**src/rtl/i2c_target_pkg.sv**
```systemverilog
`default_nettype none
// ============================================================================
//  Module      : i2c_target_pkg
//  Description : Shared types and constants for the I2C register target.
//                - i2c_tgt_state_t : protocol FSM state encoding
//                - I2C_ACK / I2C_NACK : SDA level of the acknowledge bit
//  Revision    : 1.0 - initial release
// ============================================================================
package i2c_target_pkg;

    typedef enum logic [2:0] {
        IDLE     = 3'd0,
        ADDR     = 3'd1,
        ADDR_ACK = 3'd2,
        WR_BYTE  = 3'd3,
        WR_ACK   = 3'd4,
        RD_BYTE  = 3'd5,
        RD_ACK   = 3'd6,
        IGNORE   = 3'd7
    } i2c_tgt_state_t;

    localparam logic I2C_ACK  = 1'b0;
    localparam logic I2C_NACK = 1'b1;

endpackage : i2c_target_pkg
`default_nettype wire

```
**src/rtl/i2c_bus_cond_detect.sv**
```systemverilog
`default_nettype none
// ============================================================================
//  Module      : i2c_bus_cond_detect
//  Description : Synchronises SCL/SDA into the clk domain and flags SCL edges
//                and START/STOP conditions.
//  Ports       : clk_i, rst_i (async, active high)
//                scl_i, sda_i        raw bus levels
//                scl_rise, scl_fall  one-cycle SCL edge strobes
//                start_det, stop_det one-cycle bus condition strobes
//                sda_s               synchronised SDA level
//  Revision    : 1.0 - initial release
// ============================================================================
module i2c_bus_cond_detect (
    input  logic clk_i,
    input  logic rst_i,
    input  logic scl_i,
    input  logic sda_i,
    output logic scl_rise,
    output logic scl_fall,
    output logic start_det,
    output logic stop_det,
    output logic sda_s
);

    logic [1:0] scl_sync_q, scl_sync_d;
    logic [1:0] sda_sync_q, sda_sync_d;
    logic       scl_prev_q, scl_prev_d;
    logic       sda_prev_q, sda_prev_d;
    logic       scl_s;

    assign scl_s = scl_sync_q[1];
    assign sda_s = sda_sync_q[1];

    always_comb begin
        scl_sync_d = {scl_sync_q[0], scl_i};
        sda_sync_d = {sda_sync_q[0], sda_i};
        scl_prev_d = scl_s;
        sda_prev_d = sda_s;
    end

    // Reset to the idle-bus level so no spurious edge appears after reset.
    always_ff @(posedge clk_i or posedge rst_i) begin
        if (rst_i) begin
            scl_sync_q <= 2'b11;
            sda_sync_q <= 2'b11;
            scl_prev_q <= 1'b1;
            sda_prev_q <= 1'b1;
        end else begin
            scl_sync_q <= scl_sync_d;
            sda_sync_q <= sda_sync_d;
            scl_prev_q <= scl_prev_d;
            sda_prev_q <= sda_prev_d;
        end
    end

    // SCL must be high on both samples so an SDA change that coincides with
    // an SCL fall is treated as data, not as a bus condition.
    assign scl_rise  =  scl_s & ~scl_prev_q;
    assign scl_fall  = ~scl_s &  scl_prev_q;
    assign start_det =  scl_s &  scl_prev_q &  sda_prev_q & ~sda_s;
    assign stop_det  =  scl_s &  scl_prev_q & ~sda_prev_q &  sda_s;

endmodule : i2c_bus_cond_detect
`default_nettype wire

```
**src/rtl/i2c_target_regs.sv**
```systemverilog
`default_nettype none
// ============================================================================
//  Module      : i2c_target_regs
//  Description : I2C target with a MEM_DEPTH x 8 register file addressed by
//                an auto-incrementing pointer. Open-drain SDA responder,
//                never stretches SCL.
//  Ports       : clk_i, rst_i (async, active high)
//                scl_i, sda_i      bus inputs
//                scl_o (always 1), sda_o (0 = pull low, 1 = release)
//                busy_o            addressed and inside a transaction
//                wr_valid_o/wr_index_o/wr_data_o  register write strobe
//  Revision    : 1.0 - initial release
// ============================================================================
module i2c_target_regs
    import i2c_target_pkg::*;
#(
    parameter logic [6:0] TARGET_ADDR = 7'h22,
    parameter int         MEM_DEPTH   = 16
) (
    input  logic                         clk_i,
    input  logic                         rst_i,
    input  logic                         scl_i,
    input  logic                         sda_i,
    output logic                         scl_o,
    output logic                         sda_o,
    output logic                         busy_o,
    output logic                         wr_valid_o,
    output logic [$clog2(MEM_DEPTH)-1:0] wr_index_o,
    output logic [7:0]                   wr_data_o
);

    localparam int PTR_W = $clog2(MEM_DEPTH);

    logic scl_rise, scl_fall, start_det, stop_det, sda_s;

    i2c_bus_cond_detect u_cond (
        .clk_i     (clk_i),
        .rst_i     (rst_i),
        .scl_i     (scl_i),
        .sda_i     (sda_i),
        .scl_rise  (scl_rise),
        .scl_fall  (scl_fall),
        .start_det (start_det),
        .stop_det  (stop_det),
        .sda_s     (sda_s)
    );

    i2c_tgt_state_t   state_q, state_d;
    logic [2:0]       bit_cnt_q, bit_cnt_d;
    logic [7:0]       shift_q, shift_d;
    logic [PTR_W-1:0] ptr_q, ptr_d;
    logic             rw_q, rw_d;
    logic             ptr_byte_q, ptr_byte_d;   // next write byte loads ptr
    logic             ack_phase_q, ack_phase_d; // ACK bit currently driven
    logic             sda_q, sda_d;
    logic             busy_q, busy_d;
    logic             wr_valid_q, wr_valid_d;
    logic [PTR_W-1:0] wr_index_q, wr_index_d;
    logic [7:0]       wr_data_q, wr_data_d;
    logic             mem_we;
    logic [7:0]       mem_q [MEM_DEPTH];

    logic [7:0] rx_byte;
    logic       byte_done;

    assign rx_byte   = {shift_q[6:0], sda_s};
    assign byte_done = scl_rise && (bit_cnt_q == 3'd7);

    // ---------------------------------------------------------------- state
    always_ff @(posedge clk_i or posedge rst_i) begin
        if (rst_i) state_q <= IDLE;
        else       state_q <= state_d;
    end

    // ----------------------------------------------------------- next state
    always_comb begin
        state_d = state_q;
        if (start_det) begin
            state_d = ADDR;
        end else if (stop_det) begin
            state_d = IDLE;
        end else begin
            case (state_q)
                ADDR:     if (byte_done)
                              state_d = (rx_byte[7:1] == TARGET_ADDR) ? ADDR_ACK : IGNORE;
                ADDR_ACK: if (scl_fall && ack_phase_q)
                              state_d = rw_q ? RD_BYTE : WR_BYTE;
                WR_BYTE:  if (byte_done) state_d = WR_ACK;
                WR_ACK:   if (scl_fall && ack_phase_q) state_d = WR_BYTE;
                RD_BYTE:  if (byte_done) state_d = RD_ACK;
                RD_ACK:   if (scl_rise)
                              state_d = (sda_s == I2C_NACK) ? IGNORE : RD_BYTE;
                default:  state_d = state_q;
            endcase
        end
    end

    // ------------------------------------------------- datapath and outputs
    always_comb begin
        bit_cnt_d   = bit_cnt_q;
        shift_d     = shift_q;
        ptr_d       = ptr_q;
        rw_d        = rw_q;
        ptr_byte_d  = ptr_byte_q;
        ack_phase_d = ack_phase_q;
        sda_d       = sda_q;
        busy_d      = busy_q;
        wr_valid_d  = 1'b0;
        wr_index_d  = wr_index_q;
        wr_data_d   = wr_data_q;
        mem_we      = 1'b0;

        if (start_det) begin
            bit_cnt_d   = 3'd0;
            ack_phase_d = 1'b0;
            sda_d       = 1'b1;
        end else if (stop_det) begin
            bit_cnt_d   = 3'd0;
            ack_phase_d = 1'b0;
            sda_d       = 1'b1;
            busy_d      = 1'b0;
        end else begin
            case (state_q)
                ADDR: begin
                    if (scl_rise) begin
                        shift_d   = rx_byte;
                        bit_cnt_d = bit_cnt_q + 3'd1;
                        if (bit_cnt_q == 3'd7) begin
                            if (rx_byte[7:1] == TARGET_ADDR) begin
                                busy_d      = 1'b1;
                                rw_d        = rx_byte[0];
                                ptr_byte_d  = 1'b1;
                                ack_phase_d = 1'b0;
                            end else begin
                                busy_d = 1'b0;
                            end
                        end
                    end
                end
                // First fall after the byte starts the ACK drive; the second
                // fall ends it (and presents the first read bit if reading).
                ADDR_ACK, WR_ACK: begin
                    if (scl_fall) begin
                        if (!ack_phase_q) begin
                            sda_d       = I2C_ACK;
                            ack_phase_d = 1'b1;
                        end else begin
                            ack_phase_d = 1'b0;
                            sda_d       = 1'b1;
                            if (state_q == ADDR_ACK && rw_q) begin
                                sda_d   = mem_q[ptr_q][7];
                                shift_d = {mem_q[ptr_q][6:0], 1'b0};
                            end
                        end
                    end
                end
                WR_BYTE: begin
                    if (scl_rise) begin
                        shift_d   = rx_byte;
                        bit_cnt_d = bit_cnt_q + 3'd1;
                        if (bit_cnt_q == 3'd7) begin
                            if (ptr_byte_q) begin
                                ptr_d      = rx_byte[PTR_W-1:0];
                                ptr_byte_d = 1'b0;
                            end else begin
                                mem_we     = 1'b1;
                                wr_valid_d = 1'b1;
                                wr_index_d = ptr_q;
                                wr_data_d  = rx_byte;
                                ptr_d      = ptr_q + 1'b1;
                            end
                        end
                    end
                end
                RD_BYTE: begin
                    if (scl_rise) begin
                        bit_cnt_d = bit_cnt_q + 3'd1;
                        if (bit_cnt_q == 3'd7) ptr_d = ptr_q + 1'b1;
                    end else if (scl_fall) begin
                        sda_d   = shift_q[7];
                        shift_d = {shift_q[6:0], 1'b0};
                    end
                end
                RD_ACK: begin
                    if (scl_fall) begin
                        sda_d = 1'b1;
                    end else if (scl_rise && sda_s == I2C_ACK) begin
                        shift_d = mem_q[ptr_q];
                    end
                end
                default: sda_d = 1'b1;
            endcase
        end
    end

    always_ff @(posedge clk_i or posedge rst_i) begin
        if (rst_i) begin
            bit_cnt_q   <= '0;
            shift_q     <= '0;
            ptr_q       <= '0;
            rw_q        <= 1'b0;
            ptr_byte_q  <= 1'b0;
            ack_phase_q <= 1'b0;
            sda_q       <= 1'b1;
            busy_q      <= 1'b0;
            wr_valid_q  <= 1'b0;
            wr_index_q  <= '0;
            wr_data_q   <= '0;
            for (int i = 0; i < MEM_DEPTH; i++) mem_q[i] <= '0;
        end else begin
            bit_cnt_q   <= bit_cnt_d;
            shift_q     <= shift_d;
            ptr_q       <= ptr_d;
            rw_q        <= rw_d;
            ptr_byte_q  <= ptr_byte_d;
            ack_phase_q <= ack_phase_d;
            sda_q       <= sda_d;
            busy_q      <= busy_d;
            wr_valid_q  <= wr_valid_d;
            wr_index_q  <= wr_index_d;
            wr_data_q   <= wr_data_d;
            if (mem_we) mem_q[ptr_q] <= rx_byte;
        end
    end

    assign scl_o      = 1'b1;
    assign sda_o      = sda_q;
    assign busy_o     = busy_q;
    assign wr_valid_o = wr_valid_q;
    assign wr_index_o = wr_index_q;
    assign wr_data_o  = wr_data_q;

endmodule : i2c_target_regs
`default_nettype wire

```
**config.mk**
```make
export PLATFORM = sky130hd
export DESIGN_NAME = i2c_target_regs
export DESIGN_NICKNAME = d
export VERILOG_FILES = /design/src/rtl/i2c_target_pkg.sv /design/src/rtl/i2c_bus_cond_detect.sv /design/src/rtl/i2c_target_regs.sv
export SDC_FILE = /design/constraint.sdc
export NUM_CORES = 1
export LEC_CHECK = 0
export CAP_MARGIN = 5
export CORE_AREA = 2 2 185 96
export DETAILED_ROUTE_END_ITERATION = 8
export DIE_AREA = 0 0 187 98
export PLACE_DENSITY = 0.66
export SETUP_SLACK_MARGIN = 0.02
export SYNTH_ARGS = -nofsm -noshare
export SYNTH_HDL_FRONTEND = slang
export SYNTH_SLANG_ARGS = --single-unit
```
**constraint.sdc**
```tcl
create_clock -name clk_i -period 10.8 [get_ports clk_i]
set_input_delay 2.16 -clock clk_i [delete_from_list [all_inputs] [get_ports clk_i]]
set_output_delay 2.16 -clock clk_i [all_outputs]
set_load 0.005 [all_outputs]
```
==> results_dict.tcl, run 1 <==
set metrics [dict create \
    sw_frac_of_total_pct 29.7 \
    path_cells "clkdlybuf4s50_1 -> inv_6 -> buf_4" \
    r2r_start "state_q[2]" \
    final_nets 641 \
    p_comb_share_pct 7.0 \
    fillers 1396 \
    clock_tree.root_cell "clkbuf_16" \
    synth_ff_type "dfrtp_1" \
    final_common_cell "dfrtp_1" \
    cts-hold-fix-buffers 0 \
    insertion_delay_ps 430 \
    start_util_pct 48.8 \
    grt-ovfl-total 0 \
    min_to "u_cond.scl_sync_q[1]" \
    cts_buffer_depth 2 \
    final_area_mm2 0.00915 \
    postSynthCellCount 634 \
    fmaxAchievable_mhz 263 \
    synth_top_cell_by_area "dfrtp_1" \
    met2_usage_pct 32.0 \
    wl_per_cell_um 22.5 \
    synth.distinct_cells 60 \
    port_buffers 18 \
    synth_nets 644 \
    status "completed" \
    finalHoldViolations 0 \
    chipWidth_um 187 \
    maxCapViolCount 0 \
    grtUsageMet1_pct 35.5 \
    antenna_found_initial 0 \
    critPathCaptureType "asynchronous set/reset pin" \
    period_share_pct 35.2 \
    p_leak_nw 4.16 \
    io_pins 20 \
    synthArstFlopShare_pct 100 \
    rr_worst_depth 6 \
    finalClockSkew_ps 9.85 \
    ir_drop_uv 107 \
    die_y_um 98 \
    r2r_end "mem_q[68]" \
    regArea_mm2 0.00426 \
    power.density_mw_per_mm2 160 \
    postCtsSetupBuffers 0 \
    ctsResizeCount 0 \
    switching_power_mw 0.435 \
    synth_top_area_share_pct 49.5 \
    vias 5329 \
    whs_path_depth 0 \
    seqPwrFrac_pct 52.5 \
    synth_edf_count 0 \
    dieArea_mm2 0.0183 \
    final_antenna_net_count 0 \
    yosysSeqAreaShare_pct 51.7 \
    drt_drc_violations_left 0 \
    cts-htree-levels 4 \
    cell_internal_pwr_mw 1.03 \
    busiest_layer "met1" \
    tns_ps 0 \
    core_mm2 0.0169 \
    grtUsageMet3_pct 5.90 \
    synth_area_leaders "dfrtp_1 (49%), mux2_2 (20%), mux2i_1 (4.9%), mux4_2 (3.8%), nand3_1 (2.4%)" \
    syn_area_per_cell_um2 13.0 \
    cp_data_arrival_time_ps 4220 \
    cts_tree "done" \
    area_delta_synth_final_pct 11.0 \
    grt.total_usage_pct 23.0 \
    grt_pass1_wl_um 31800 \
    antennaDiodeCount 0 \
    multiInputGateArea_mm2 0.00376 \
    finish.utilization_pct 54.2 \
    yosys_warnings 0 \
    ys_ff_latch 170 \
    period_needed_ps 3810 \
    crit_path_start_kind "input pin" \
    grt_max_degree 91 \
    clk_pin_slew_worst_paths_ps 70 \
    p_clk_share_pct 40.5 \
    drtIter0Drc 509 \
    worstPathRequired_ps 11220 \
    gp_congestion 0.920 \
    cp_slowest_stage_delay_ps 890 \
    cp_slowest_cell "buf_4" \
    place_area_mm2 0.00858 \
    clkSinkCount 170 \
    finalSetupViolations 0 \
    worstMarginPinSlew_ps 1030 \
    grt_pass1_vias 5409 \
    drive_above_1_share_pct 34.3 \
    first_pass_iters 5 \
    min_from "u_cond.scl_sync_q[0]" \
    cts_buffers 17 \
    final-max-slew-violation-count 0 \
    crit_type "in -> async" \
    cp_max_fo 90 \
    rsz0062_at_grt "no" \
    dp_hpwl_um 13200 \
    final_cell_mix "dfrtp_1 (162), mux2_2 (145), nand3_1 (40), mux2i_1 (40), a22oi_1 (22)" \
    max-slew-margin-rel_pct 31.5 \
    avgViaCountPerCell 6.07 \
    netlist_area_mm2 0.00825 \
    reg2reg_slack_ps 7450 \
    critPathLaunch "rst_i" \
    num_rows 34 \
    hp-class "reg -> reg" \
    wirelength_um 19800 \
]
## layout make-up
cell class              instances  area share, %
clock buffers                  19           4.73
clock inverters                13           1.56
inverters                      10          0.465
multi-input cells             409           41.1
flip-flops and latches        170           46.6
well taps                     234           3.20
repair buffers                 23           2.38
## cell families (layout without fill, tap and decap cells)
logic type | after synthesis | count (layout) | share of synthesized area (%)
fa+ha+maj | 6 | 6 | 0.910
compound gates | 78 | 78 | 7.10
flops | 170 | 170 | 51.7
other cells | 1 | 1 | 0.0455
simple gates | 122 | 122 | 8.62
buf+inv | 55 | 65 | 2.78
mux | 200 | 200 | 28.7
xor+xnor | 2 | 2 | 0.212
## worst max-delay path: cells and delay by family
family	cells	cell delay, ps
buf+inv	3	1950
## registers in the layout (all words and copies together), names as in the netlist, 2 cells and up
signal	cells
mem_q	128
u_cond.sda_sync_q	2
wr_index_o	4
ptr_q	4
u_cond.scl_sync_q	2
wr_data_o	8
shift_q	8
bit_cnt_q	3
state_q	3
## through the flow
| stage | power [mW] | instances | setup slack (ps) | hold slack [ps] |
|---|---|---|---|---|
| 2_1_floorplan | 0.817 | 634 | 4050 | 345 |
| 3_3_place_gp | 0.875 | 846 | 6550 | 346 |
| 3_5_place_dp | 0.883 | 846 | 6460 | 348 |
| 4_1_cts | 1.48 | 878 | 6920 | 359 |
| 5_1_grt | 1.53 | 878 | 6660 | 367 |
| 6_report | 1.47 | 878 | 6990 | 358 |
## layer usage
layer | part of all wire, % | vias up
met5 | 0 | -
met4 | 0.71 | 0
met3 | 7.4 | 14
met2 | 42 | 168
met1 | 50 | 2787
li1 | - | 2360
## Yosys cell counts (2+ instances only)
cell         n
a211oi_1     4
a21boi_0     3
a21oi_1     10
a22o_1       5
a22oi_1     22
a2bb2oi_1    3
a31oi_1      3
and2_1       5
and3_1       4
and3b_1      2
buf_1        2
buf_2       12
buf_4        2
clkbuf_1    29
dfrtp_1    163
dfstp_2      7
ha_1         6
inv_1        9
mux2_2     145
mux2i_1     40
mux4_2      14
nand2_1     16
nand2b_1     5
nand3_1     40
nand3_2     10
nand4_1      2
nor2_1      15
nor2b_1      8
nor3_1       3
nor3b_1      3
o21a_1       2
o21ai_0      6
o22ai_1      2
o32a_1       4
or4b_4       2
xnor2_1      2
## worst max-delay path by stage
stage | to | slack [ps]
after detailed placement | wr_data_o[2] | 6460
after floorplan | ack_phase_q | 4050
final | mem_q[30] | 6990
after CTS | wr_data_o[4] | 6920
after global placement | mem_q[27] | 6550
after global routing | mem_q[29] | 6660
## power by group through the flow
stage	Combinational (mW)	Sequential, mW	Clock, mW
5_1_grt	0.114	0.779	0.636
4_1_cts	0.101	0.770	0.605
6_report	0.103	0.770	0.593
3_3_place_gp	0.0988	0.776	0
3_5_place_dp	0.101	0.782	0
2_1_floorplan	0.134	0.683	0
Note: power is estimated with default switching activity, not from simulation.
==> inputs of run 2 (changes only) <==
--- a/config.mk
+++ b/config.mk
@@ -9,7 +9,7 @@
 export CORE_AREA = 2 2 185 96
 export DETAILED_ROUTE_END_ITERATION = 8
 export DIE_AREA = 0 0 187 98
-export PLACE_DENSITY = 0.66
+export PLACE_DENSITY = 0.69
 export SETUP_SLACK_MARGIN = 0.02
 export SYNTH_ARGS = -nofsm -noshare
 export SYNTH_HDL_FRONTEND = slang
==> constraint.sdc (replaced) <==
create_clock -name clk_i -period 3.2 [get_ports clk_i]
set_input_delay 0.64 -clock clk_i [delete_from_list [all_inputs] [get_ports clk_i]]
set_output_delay 0.64 -clock clk_i [all_outputs]
set_load 0.005 [all_outputs]
==> results_dict.tcl, run 2 (synthesized netlist as in run 1, its figures left out) <==
set metrics [dict create \
    final_cell_mix "dfrtp_1 (162), mux2_2 (145), nand3_1 (40), mux2i_1 (40), a22oi_1 (22)" \
    period_share_pct 80.0 \
    cp_max_fo 15 \
    fmaxAchievable_mhz 391 \
    grt_max_degree 79 \
    ir_drop_uv 447 \
    cts-htree-levels 4 \
    start_util_pct 48.8 \
    fin_ws_ps 640 \
    dieArea_mm2 0.0183 \
    insertion_delay_ps 440 \
    multiInputGateArea_mm2 0.00376 \
    final_antenna_net_count 0 \
    cts_tree "done" \
    core_mm2 0.0169 \
    avgViaCountPerCell 6.05 \
    crit_path_start_kind "flop" \
    vias 5417 \
    clkSinkCount 170 \
    dp_hpwl_um 14100 \
    cell_internal_pwr_mw 3.58 \
    seqPwrFrac_pct 44.2 \
    regArea_mm2 0.00426 \
    first_pass_iters 5 \
    final_common_cell "dfrtp_1" \
    clock_tree.root_cell "clkbuf_16" \
    gp_congestion 0.936 \
    clk_pin_slew_worst_paths_ps 70 \
    cp_data_arrival_time_ps 2880 \
    largest_register "mem_q" \
    wl_per_cell_um 22.9 \
    worstMarginPinSlew_ps 873 \
    period_needed_ps 2560 \
    finish.utilization_pct 55.4 \
    pre_cts_slack_ps 688 \
    p_clk_share_pct 40.8 \
    sw_frac_of_total_pct 30.7 \
    grt_pass1_vias 5458 \
    grt-ovfl-total 0 \
    p_total_mw 5.16 \
    final_area_mm2 0.00935 \
    grt.total_usage_pct 23.6 \
    p_leak_nw 4.28 \
    antenna_found_initial 0 \
    cts-hold-fix-buffers 0 \
    finalHoldViolations 0 \
    drtIter0Drc 447 \
    chipWidth_um 187 \
    wirelength_um 20500 \
    die_y_um 98 \
    fin_hold_ws_ps 358 \
    switching_power_mw 1.58 \
    hp-class "reg -> reg" \
    rsz0062_at_grt "no" \
    final-max-slew-violation-count 0 \
    fin_cells 896 \
    fillers 1405 \
    num_rows 34 \
    grt_pass1_wl_um 32400 \
    drt_drc_violations_left 0 \
    finalSetupViolations 0 \
    drive_above_1_share_pct 36.3 \
    tns_ps 0 \
    postCtsSetupBuffers 0 \
    final_nets 658 \
    io_pins 20 \
    largest_register_ffs 128 \
    area_delta_synth_final_pct 13.4 \
    ctsResizeCount 0 \
    power.density_mw_per_mm2 552 \
    finalClockSkew_ps 9.23 \
    status "completed" \
    cts_buffers 17 \
    worstPathRequired_ps 3520 \
    max-slew-margin-rel_pct 41.7 \
    crit_type "reg -> reg" \
    dp.cells 863 \
    place_area_mm2 0.00874 \
    p_comb_share_pct 15.1 \
    port_buffers 18 \
    maxCapViolCount 0 \
    cts_buffer_depth 2 \
    critPathCaptureType "flop" \
]
## run 2: changes by cell type in the layout (fill, tap and decap cells not counted), sizes merged
cell / before / now
clkinvlp: 4 / 2
inv: 12 / 16
buf: 5 / 22
diode: 0 / 1
clkbuf: 19 / 17
## run 2: cell type report
type / count / share of cell area (%)
Clock inverter: 15 / 1.93
Timing Repair Buffer: 40 / 4.09
Multi-Input combinational cell: 409 / 40.2
Clock buffer: 17 / 4.55
Sequential cell: 170 / 45.6
Tap cell: 234 / 3.13
Inverter: 10 / 0.442
Antenna cell: 1 / 0.0268
## run 2: critical path: stages (launching register included)
cell and delay (ps):
dfstp_2 740, buf_4 270, xnor2_1 130, nor2_1 120, a221oi_2 380, and2_1 390
mux2_2 390
## run 2: path summary, 6_finish.rpt
kind                                      start                    to  slack (ps)  depth (start not counted)
setup / recovery           u_cond.sda_sync_q[1]            shift_q[0]         640                          6
hold / removal             u_cond.sda_sync_q[0]  u_cond.sda_sync_q[1]         360                          0
setup reg to reg           u_cond.sda_sync_q[1]            shift_q[0]         640                          6
hold reg to reg            u_cond.sda_sync_q[0]  u_cond.sda_sync_q[1]         360                          0
max in group asynchronous                 rst_i  u_cond.sda_sync_q[0]        1850                          3
min in group asynchronous                 rst_i             mem_q[44]         570                          2
## run 2: power by group through the flow
stage | sequential, mW | clock (mW) | combinational, mW
after floorplan | 2.31 | 0 | 0.453
after global placement | 2.31 | 0 | 0.755
after detailed placement | 2.32 | 0 | 0.762
after CTS | 2.28 | 2.13 | 0.766
after global routing | 2.29 | 2.23 | 0.847
final | 2.28 | 2.11 | 0.778
## run 2: layer usage
| metal | global-route usage [%] | routed length [um] |
|---|---|---|
| met3 | 6.25 | 1590 |
| met1 | 37.1 | 10500 |
| met4 | 5.86 | 219 |
| met2 | 31.9 | 8240 |
| met5 | 0 | 0 |
